## src/rtl/sc_run_ctrl_pkg.sv

```systemverilog
// sc_run_ctrl_pkg: run-state encodings shared by the run controller and the status hub
package sc_run_ctrl_pkg;
  typedef enum logic [1:0] {
    ST_HALT  = 2'd0,
    ST_RUN   = 2'd1,
    ST_STEP  = 2'd2,
    ST_BREAK = 2'd3
  } run_state_e;
  localparam int DEBOUNCE_DEFAULT = 500000;
endpackage

```

## src/rtl/sc_run_ctrl_if.sv

```systemverilog
// sc_run_ctrl_if: CPU/hub-facing bus of the run controller
interface sc_run_ctrl_if #(
  parameter int CNT_W = 32
);
  import sc_run_ctrl_pkg::*;
  logic             bp_en;
  logic [31:0]      bp_addr;
  logic [31:0]      pc;
  logic             clr_count;
  logic             cpu_ce;
  run_state_e       run_state;
  logic             brk_hit;
  logic [CNT_W-1:0] cycle_count;
  modport master (
    input  bp_en, bp_addr, pc, clr_count,
    output cpu_ce, run_state, brk_hit, cycle_count
  );
  modport slave (
    output bp_en, bp_addr, pc, clr_count,
    input  cpu_ce, run_state, brk_hit, cycle_count
  );
endinterface

```

## src/rtl/sc_run_ctrl_debounce.sv

```systemverilog
// sc_run_ctrl_debounce: key synchroniser and debouncer, one-cycle pulse on a settled press
module sc_run_ctrl_debounce #(
  parameter int DEBOUNCE_CYCLES = 500000
) (
  input  logic clock,
  input  logic resetn,
  input  logic key_n,
  output logic press
);
  localparam int CW = $clog2(DEBOUNCE_CYCLES + 1);
  logic          sync1_q, sync2_q;
  logic          level_q, level_d;
  logic          press_q, press_d;
  logic          settled;
  logic [CW-1:0] cnt_q, cnt_d;
  always_ff @(posedge clock or negedge resetn) begin
    if (!resetn) begin
      sync1_q <= 1'b1;
      sync2_q <= 1'b1;
      level_q <= 1'b1;
      press_q <= 1'b0;
      cnt_q   <= '0;
    end else begin
      sync1_q <= key_n;
      sync2_q <= sync1_q;
      level_q <= level_d;
      press_q <= press_d;
      cnt_q   <= cnt_d;
    end
  end
  // the count runs only while the synced level disagrees with the accepted one
  always_comb begin
    settled = (sync2_q != level_q) && (cnt_q == CW'(DEBOUNCE_CYCLES - 1));
    cnt_d   = (sync2_q == level_q || settled) ? '0 : cnt_q + 1'b1;
    level_d = settled ? sync2_q : level_q;
    press_d = level_q & ~level_d;
  end
  assign press = press_q;
endmodule

```

## src/rtl/sc_run_ctrl.sv

```systemverilog
// sc_run_ctrl: run/halt/single-step sequencer with PC breakpoint and executed-cycle counter
module sc_run_ctrl
  import sc_run_ctrl_pkg::*;
#(
  parameter int DEBOUNCE_CYCLES = DEBOUNCE_DEFAULT,
  parameter int CNT_W           = 32
) (
  input logic           clock,
  input logic           resetn,
  input logic           key_run_n,
  input logic           key_step_n,
  sc_run_ctrl_if.master bus
);
  logic             run_press, step_press;
  logic             bp_match, cpu_ce;
  run_state_e       state_q, state_d;
  logic             bp_mask_q, bp_mask_d;
  logic [CNT_W-1:0] count_q, count_d;
  sc_run_ctrl_debounce #(.DEBOUNCE_CYCLES(DEBOUNCE_CYCLES)) u_run_key (
    .clock (clock),
    .resetn(resetn),
    .key_n (key_run_n),
    .press (run_press)
  );
  sc_run_ctrl_debounce #(.DEBOUNCE_CYCLES(DEBOUNCE_CYCLES)) u_step_key (
    .clock (clock),
    .resetn(resetn),
    .key_n (key_step_n),
    .press (step_press)
  );
  always_ff @(posedge clock or negedge resetn) begin
    if (!resetn) begin
      state_q   <= ST_HALT;
      bp_mask_q <= 1'b0;
      count_q   <= '0;
    end else begin
      state_q   <= state_d;
      bp_mask_q <= bp_mask_d;
      count_q   <= count_d;
    end
  end
  // leaving BREAK masks the breakpoint until the held instruction has committed
  always_comb begin
    case (state_q)
      ST_HALT: state_d = run_press ? ST_RUN : step_press ? ST_STEP : ST_HALT;
      ST_RUN:  state_d = run_press ? ST_HALT : bp_match ? ST_BREAK : ST_RUN;
      ST_STEP: state_d = ST_HALT;
      default: state_d = run_press ? ST_RUN : step_press ? ST_STEP : ST_BREAK;
    endcase
    bp_mask_d = (state_q == ST_BREAK && (run_press || step_press)) ? 1'b1 :
                cpu_ce ? 1'b0 : bp_mask_q;
    count_d   = bus.clr_count ? '0 :
                (cpu_ce && !(&count_q)) ? count_q + 1'b1 : count_q;
  end
  always_comb begin
    bp_match = bus.bp_en && (bus.pc == bus.bp_addr) && !bp_mask_q;
    cpu_ce   = (state_q == ST_RUN) ? !bp_match : (state_q == ST_STEP);
  end
  assign bus.cpu_ce      = cpu_ce;
  assign bus.run_state   = state_q;
  assign bus.brk_hit     = (state_q == ST_BREAK);
  assign bus.cycle_count = count_q;
endmodule

```

## src/flat_wrapper.sv

```systemverilog
// flat-port wrapper written by rule: the top's interface ports become plain ports
module sc_run_ctrl_flat import sc_run_ctrl_pkg::*;
#(
  parameter int DEBOUNCE_CYCLES = DEBOUNCE_DEFAULT,
  parameter int CNT_W           = 32
)
  (clock, resetn, key_run_n, key_step_n, bus_bp_en, bus_bp_addr, bus_pc, bus_clr_count, bus_cpu_ce, bus_run_state, bus_brk_hit, bus_cycle_count);
  sc_run_ctrl_if #(.CNT_W(CNT_W)) bus_i ();
  input logic clock;
  input logic resetn;
  input logic key_run_n;
  input logic key_step_n;
  input wire logic [$bits(bus_i.bp_en)-1:0] bus_bp_en;
  input wire logic [$bits(bus_i.bp_addr)-1:0] bus_bp_addr;
  input wire logic [$bits(bus_i.pc)-1:0] bus_pc;
  input wire logic [$bits(bus_i.clr_count)-1:0] bus_clr_count;
  output wire logic [$bits(bus_i.cpu_ce)-1:0] bus_cpu_ce;
  output wire logic [$bits(bus_i.run_state)-1:0] bus_run_state;
  output wire logic [$bits(bus_i.brk_hit)-1:0] bus_brk_hit;
  output wire logic [$bits(bus_i.cycle_count)-1:0] bus_cycle_count;
  assign bus_i.bp_en = bus_bp_en;
  assign bus_i.bp_addr = bus_bp_addr;
  assign bus_i.pc = bus_pc;
  assign bus_i.clr_count = bus_clr_count;
  assign bus_cpu_ce = bus_i.cpu_ce;
  assign bus_run_state = bus_i.run_state;
  assign bus_brk_hit = bus_i.brk_hit;
  assign bus_cycle_count = bus_i.cycle_count;
  sc_run_ctrl #(.DEBOUNCE_CYCLES(DEBOUNCE_CYCLES), .CNT_W(CNT_W)) u_core (.clock(clock), .resetn(resetn), .key_run_n(key_run_n), .key_step_n(key_step_n), .bus(bus_i));
endmodule
```

## config.mk

```make
export PLATFORM = sky130hd
export DESIGN_NAME = sc_run_ctrl_flat
export DESIGN_NICKNAME = d
export VERILOG_FILES = /design/src/rtl/sc_run_ctrl_pkg.sv /design/src/rtl/sc_run_ctrl_if.sv /design/src/rtl/sc_run_ctrl_debounce.sv /design/src/rtl/sc_run_ctrl.sv /design/src/flat_wrapper.sv
export SDC_FILE = /design/constraint.sdc
export NUM_CORES = 1
export LEC_CHECK = 0
export ABC_AREA = 1
export CORE_MARGIN = 4
export CORE_UTILIZATION = 40
export DETAILED_ROUTE_END_ITERATION = 10
export SYNTH_ARGS = -nofsm -noshare
export SYNTH_HDL_FRONTEND = slang
export SYNTH_SLANG_ARGS = --single-unit
```

## constraint.sdc

```tcl
create_clock -name clock -period 4.4 [get_ports clock]
set_input_delay 1.32 -clock clock [delete_from_list [all_inputs] [get_ports clock]]
set_output_delay 1.32 -clock clock [all_outputs]
set_load 0.005 [all_outputs]
```

### Word level (Yosys, flattened, before mapping)

Index checks and enable logic that the tools add are counted.

| storage, ports and cells | value |
|---|---|
| bits in registers | 81 |

| cells by class | value |
|---|---|
| $add $sub $neg | 3 |
| equal/unequal tests | 10 |
| multiplexer cells | 16 |
| bitwise gates (word level) | 4 |
| reductions and logical operators | 16 |

Operator list:

| cell | count |
|---|---|
| $mux W32 | 2 |
| $add A19 B1 Y19 const B | 2 |
| $eq A19 B19 Y1 const B | 2 |
| $mux W19 | 2 |
| $add A32 B1 Y32 const B | 1 |
| $eq A32 B32 Y1 | 1 |
| $reduce_and A32 Y1 | 1 |
| $mux W2 | 5 |
| $logic_and A1 B1 Y1 | 6 |
| $mux W1 | 6 |
| $pmux W2 S3 | 1 |
| $eq A2 B2 Y1 const B | 2 |
| $reduce_bool A2 Y1 | 2 |
| $logic_not A1 Y1 | 3 |
| $logic_or A1 B1 Y1 | 3 |
| $and A1 B1 Y1 | 2 |
| $eq A1 B1 Y1 | 2 |
| $eq A2 B1 Y1 const B | 1 |
| $logic_not A2 Y1 | 1 |
| $ne A1 B1 Y1 | 2 |
| $not A1 Y1 | 2 |

### Logic depth before layout (Yosys ltp)

| depth | value |
|---|---|
| word-level depth | 8 |
| gate-level depth with buffers | 14 |
| depth with buffers taken out | 13 |

### Hierarchy

Synthesis repeated with hierarchy kept, for this count alone.

| second synthesis, totals | value |
|---|---|
| cells, all modules | 856 |
| area, all modules | 5652.9 um2 |

Modules (own cells, without submodules):

| module | times used | cells an instance | area an instance (um2) | seq. area each (um2) |
|---|---|---|---|---|
| sc_run_ctrl | 1 | 550 | 3248.1 | 875.8 |
| sc_run_ctrl_debounce | 2 | 153 | 1202.4 | 579.3 |

### Worst setup path before layout

Ideal clock, no wire load.

| timing path | value |
|---|---|
| kind | input -> output |
| start point | input bus_bp_addr[17] |
| end point | output bus_cpu_ce |
| arrival | 2300 ps |
| slack | 780 ps |
| stages | 8 |
| buffers on the path | 1 |
| path through | inv_1 or2_2 nand4_1 nor2_1 nand3_1 nand2_1 inv_1 buf_1 |

| between the ends | value |
|---|---|
| word-level cells in the longest chain between the ends | 5 |

RTL lines:

| what | RTL line | RTL |
|---|---|---|
| from (decl) | flat_wrapper.sv:14 | `input wire logic [$bits(bus_i.bp_addr)-1:0] bus_bp_addr;` |
| $eq A32 B32 Y1 | sc_run_ctrl.sv:56 | `bp_match = bus.bp_en && (bus.pc == bus.bp_addr) && !bp_mask_q;` |
| $logic_and A1 B1 Y1 (2 in a row) | sc_run_ctrl.sv:56 |  |
| $logic_not A1 Y1 | sc_run_ctrl.sv:57 | `cpu_ce = (state_q == ST_RUN) ? !bp_match : (state_q == ST_STEP);` |
| $mux W1 | sc_run_ctrl.sv:57 |  |
| to (decl) | flat_wrapper.sv:17 | `output wire logic [$bits(bus_i.cpu_ce)-1:0] bus_cpu_ce;` |

Every way passes these cells.

### Worst setup path after layout

| timing path | value |
|---|---|
| start point | input bus_pc[1] |
| end point | output bus_cpu_ce |

| between the ends | value |
|---|---|
| word-level cells in the longest chain between the ends | 5 |

RTL lines:

| what | RTL line | RTL |
|---|---|---|
| from (decl) | flat_wrapper.sv:15 | `input wire logic [$bits(bus_i.pc)-1:0] bus_pc;` |
| $eq A32 B32 Y1 | sc_run_ctrl.sv:56 |  |
| $logic_and A1 B1 Y1 (2 in a row) | sc_run_ctrl.sv:56 |  |
| $logic_not A1 Y1 | sc_run_ctrl.sv:57 |  |
| $mux W1 | sc_run_ctrl.sv:57 |  |

Every way passes these cells.

==> summary.log <==
[setup_path] WP data required 3.08 ns
[placement] routability-driven placement congestion ratio 0.935
[setup_path] startpoint types primary input
[timing] number of pins exceeding their max-slew limit in the final report 0
[cts] CTS root buffer sky130_fd_sc_hd__clkbuf_16
[synthesis] share of synthesized registers carrying an async set or reset 1.00
[cts] TritonCTS clock tree done
[die] area of the core 12,300 um^2
[placement] DP Area 6350 um^2
[global_routing] number of antenna violations at the first check in global routing 0
[hold_path] Min-Delay Path Class register to register
[synthesis] Synth top area share 0.368
[setup_path] maximum fanout along the worst path 2
[global_routing] GRT Total Usage 0.187
[cts] clock-pin transition on the worst setup and hold timing paths 0.06 ns
[die] Total Die Area 14,600 um^2
[timing] crit path time final 4.24 ns
[timing] Worst Hold Slack 0.356 ns
[power_and_ir_drop] Max IR drop VDD 0.000242 V
[drt] Initial DRT Pass Iterations 5
[synthesis] leading cell types by total area after synthesis sky130_fd_sc_hd__dfrtp_1, sky130_fd_sc_hd__nand2_1, sky130_fd_sc_hd__nor2_1, sky130_fd_sc_hd__nand3_1, sky130_fd_sc_hd__inv_1
[job] # Max-Cap Violations 0
[final_layout] Diodes inserted 0
[synthesis] synth warn 0
[final_layout] ratio of cells with drive above 1 in the final layout 0.0583
[synthesis] cell taking the most area after synthesis sky130_fd_sc_hd__dfrtp_1
[timing] relative slew slack 0.316
[final_layout] net total in the final layout 925
[timing] setup repair after global routing missed its margin no
[placement] placed instance count 1,009
[drt] final WL 13,400 um
[cts] maximum level of the CTS H-tree 3
[placement] HPWL after DPL 10,100 um
[synthesis] Unique masters post-synth 40
[final_layout] count of placed standard cells in the final layout, fillers left out 1,025
[cts] number of hold-repair buffers added at the cts stage 0
[placement] Port Buffer Count 105
[drt] DRC Markers 0
[drt] antenna viol nets, final 0
[cts] Bufs on Longest Clock Path 2
[cts] number of buffers inserted during clock tree synthesis 9
[synthesis] Post-Syn Instances 741
[setup_path] worst endpoint data arrival time 2.92 ns
[synthesis] number of storage elements in the synthesis netlist 81
[timing] final setup violating endpoints 0
[power_and_ir_drop] P_leak 3.07 nW
[synthesis] XOR/XNOR Fraction of Synth Area 0.0550
[setup_path] Critical Path Sink Type output pin
[synthesis] number of enable flip-flop cells after synthesis 0
[synthesis] synthesized-area fraction occupied by and/or/nand/nor cells 0.395
[synthesis] proportion of synthesized chip area in sequential cells 0.399
[synthesis] average cell area after synthesis 6.88 um^2
[global_routing] final global-route overflow total 0
[cts] number of sinks on the clock net 81
[die] floorplan die width 121 um
[synthesis] most instantiated flip-flop cell in the synthesis netlist sky130_fd_sc_hd__dfrtp_1
[final_layout] area growth from synthesis to layout 30.5%
[final_layout] total non-filler cell area in the finished layout 6650 um^2
[synthesis] portion of netlist area occupied by mux cells 0
[drt] mean number of vias per cell 4.83
[outcome] outcome finished clean
[final_layout] fillcell total 1,189
[timing] Layout Skew 0.00808 ns
[timing] share of the clock period used by the worst path after layout 0.963
[global_routing] global-route wire length before repair 22,200 um
[synthesis] Synth Area in Compound Gates 0.0582
[synthesis] syn_nets 814
[setup_path] critical path class primary input to output pin
[timing] Worst-Margin Slew 1.03 ns
[synthesis] top-count cell post-synth sky130_fd_sc_hd__nand2_1
[die] DIE HEIGHT 121 um
[global_routing] number of global-route vias before repair 4,741
[power_and_ir_drop] total chip power 1.66 mW
[timing] highest clock frequency the design can meet 236 MHz
[synthesis] most frequent cells after synthesis sky130_fd_sc_hd__nand2_1, sky130_fd_sc_hd__nor2_1, sky130_fd_sc_hd__inv_1
[timing] final hold violations 0
[synthesis] main combinational cell family by area after synthesis simple AND/OR/NAND/NOR gates
[drt] detailed-route wire length per cell 13.1 um
[global_routing] largest net degree at the start of global routing 82
[die] Site Rows 40
[cts] insertion delay of the later-clocked pin in the worst-skew pair 0.34 ns
[die] I/O pin cnt 106
[die] Initial Utilization 0.416
[drt] detailed router's first-iteration violation count 217
[drt] total vias in the final route 4,948
[synthesis] Post-Synth Adder-Cell Area 0.00736
[power_and_ir_drop] Pwr Density 249 nW/um^2
[synthesis] netlist area before placement 5100 um^2
report_power, final:
part | switching (mW) | internal (mW) | leakage [nW]
clock network | 0.321 | 0.404 | 0.140
logic | 0.0774 | 0.0889 | 1.83
registers | 0.00932 | 0.756 | 1.10
per-stage QoR:
step	TNS, ns	util	worst slack (ns)
after global placement	-0.0280	0.518	-0.0280
after CTS	0	0.542	0.150
final	0	0.543	0.163
after detailed placement	-0.0621	0.518	-0.0621
after floorplan	0	-	0.780
after global routing	0	0.543	0.00298
critical path, cell delays in order:
cell and delay (ns):
sky130_fd_sc_hd__clkdlybuf4s50_1 0.49, sky130_fd_sc_hd__inv_1 0.05, sky130_fd_sc_hd__nand2_1 0.05, sky130_fd_sc_hd__nand2_1 0.05, sky130_fd_sc_hd__nor2_1 0.09, sky130_fd_sc_hd__nand2_1 0.08, sky130_fd_sc_hd__nor2_2 0.09, sky130_fd_sc_hd__nand2_1 0.07
sky130_fd_sc_hd__nor2_2 0.14, sky130_fd_sc_hd__nand3_2 0.08, sky130_fd_sc_hd__nand2_1 0.09, sky130_fd_sc_hd__inv_1 0.06, sky130_fd_sc_hd__dlygate4sd2_1 0.26
sequential cells by signal, indices dropped and copies added (netlist names):
signal                     cells
u_core.bus.cycle_count        32
u_core.u_run_key.cnt_q        19
u_core.u_step_key.cnt_q       19
u_core.bus.run_state           2
u_core.bp_mask_q               1
u_core.u_run_key.level_q       1
u_core.u_run_key.press         1
u_core.u_run_key.sync1_q       1
u_core.u_run_key.sync2_q       1
u_core.u_step_key.level_q      1
u_core.u_step_key.press        1
u_core.u_step_key.sync1_q      1
u_core.u_step_key.sync2_q      1
path summary, 6_finish.rpt:
check	start	endpoint	slack, ns	cells after the start
setup / recovery	bus_pc[1]	bus_cpu_ce	0.16	13
hold / removal	u_core.u_run_key.sync1_q$_DFF_PN1_	u_core.u_run_key.sync2_q$_DFF_PN1_	0.36	0
setup reg to reg	u_core.bus.cycle_count[0]$_DFFE_PN0P_	u_core.bus.cycle_count[3]$_DFFE_PN0P_	1.84	12
hold reg to reg	u_core.u_run_key.sync1_q$_DFF_PN1_	u_core.u_run_key.sync2_q$_DFF_PN1_	0.36	0
max in group asynchronous	resetn	u_core.u_run_key.cnt_q[18]$_DFF_PN0_	2.59	1
min in group asynchronous	resetn	u_core.bus.cycle_count[19]$_DFFE_PN0P_	1.14	1
logic make-up (layout without fill, tap and decap cells):
logic type	Yosys count	count (layout)
compound gates	53	53
xor+xnor	32	32
fa+ha+maj	3	3
buf+inv	111	227
flops	81	81
simple gates	461	461
cell type report:
type	count	area [um^2]	area share
Sequential cell	81	2030	0.306
Clock buffer	10	239	0.0359
Clock inverter	6	47.5	0.00715
Tap cell	168	210	0.0316
Inverter	97	364	0.0547
Timing Repair Buffer	114	1120	0.168
Multi-Input combinational cell	549	2640	0.397
repair_timing:
action | 4_1_cts | 5_1_grt
resized for setup | 3 | 3
buffers inserted | 0 | 0
pin swaps | 0 | 1
setup endpoints to repair | 1 | 1
placed cells by master, fill, tap and decap left out, types with 2 or more instances in the layout:
cell type and instances:
sky130_fd_sc_hd__nand3_1 74, sky130_fd_sc_hd__nor2_4 3, sky130_fd_sc_hd__inv_6 3, sky130_fd_sc_hd__nand3_2 2, sky130_fd_sc_hd__nand2_1 200, sky130_fd_sc_hd__clkdlybuf4s50_1 102
sky130_fd_sc_hd__xor2_1 19, sky130_fd_sc_hd__a21oi_1 21, sky130_fd_sc_hd__nor3_2 2, sky130_fd_sc_hd__nor3_1 28, sky130_fd_sc_hd__nand2_4 2, sky130_fd_sc_hd__a211oi_1 2
sky130_fd_sc_hd__buf_4 10, sky130_fd_sc_hd__xnor2_1 13, sky130_fd_sc_hd__nor3b_1 5, sky130_fd_sc_hd__nand4_1 16, sky130_fd_sc_hd__a31oi_1 3, sky130_fd_sc_hd__nand3b_1 2
sky130_fd_sc_hd__o21a_1 4, sky130_fd_sc_hd__dfrtp_1 75, sky130_fd_sc_hd__or2_2 2, sky130_fd_sc_hd__inv_1 96, sky130_fd_sc_hd__nor4_1 4, sky130_fd_sc_hd__o21ai_0 17
sky130_fd_sc_hd__nor2_1 114, sky130_fd_sc_hd__clkbuf_16 9, sky130_fd_sc_hd__dfstp_2 6, sky130_fd_sc_hd__nor2_2 4, sky130_fd_sc_hd__ha_1 3
metal layers:
layer / part of all wire / track usage / vias up
met2: 0.48 / 0.312 / 113
li1: - / - / 2586
met4: 0.021 / 0.0765 / 0
met1: 0.46 / 0.242 / 2229
met3: 0.041 / 0.0303 / 20
met5: 0 / 0 / -
(Power assumes the default switching activity.)
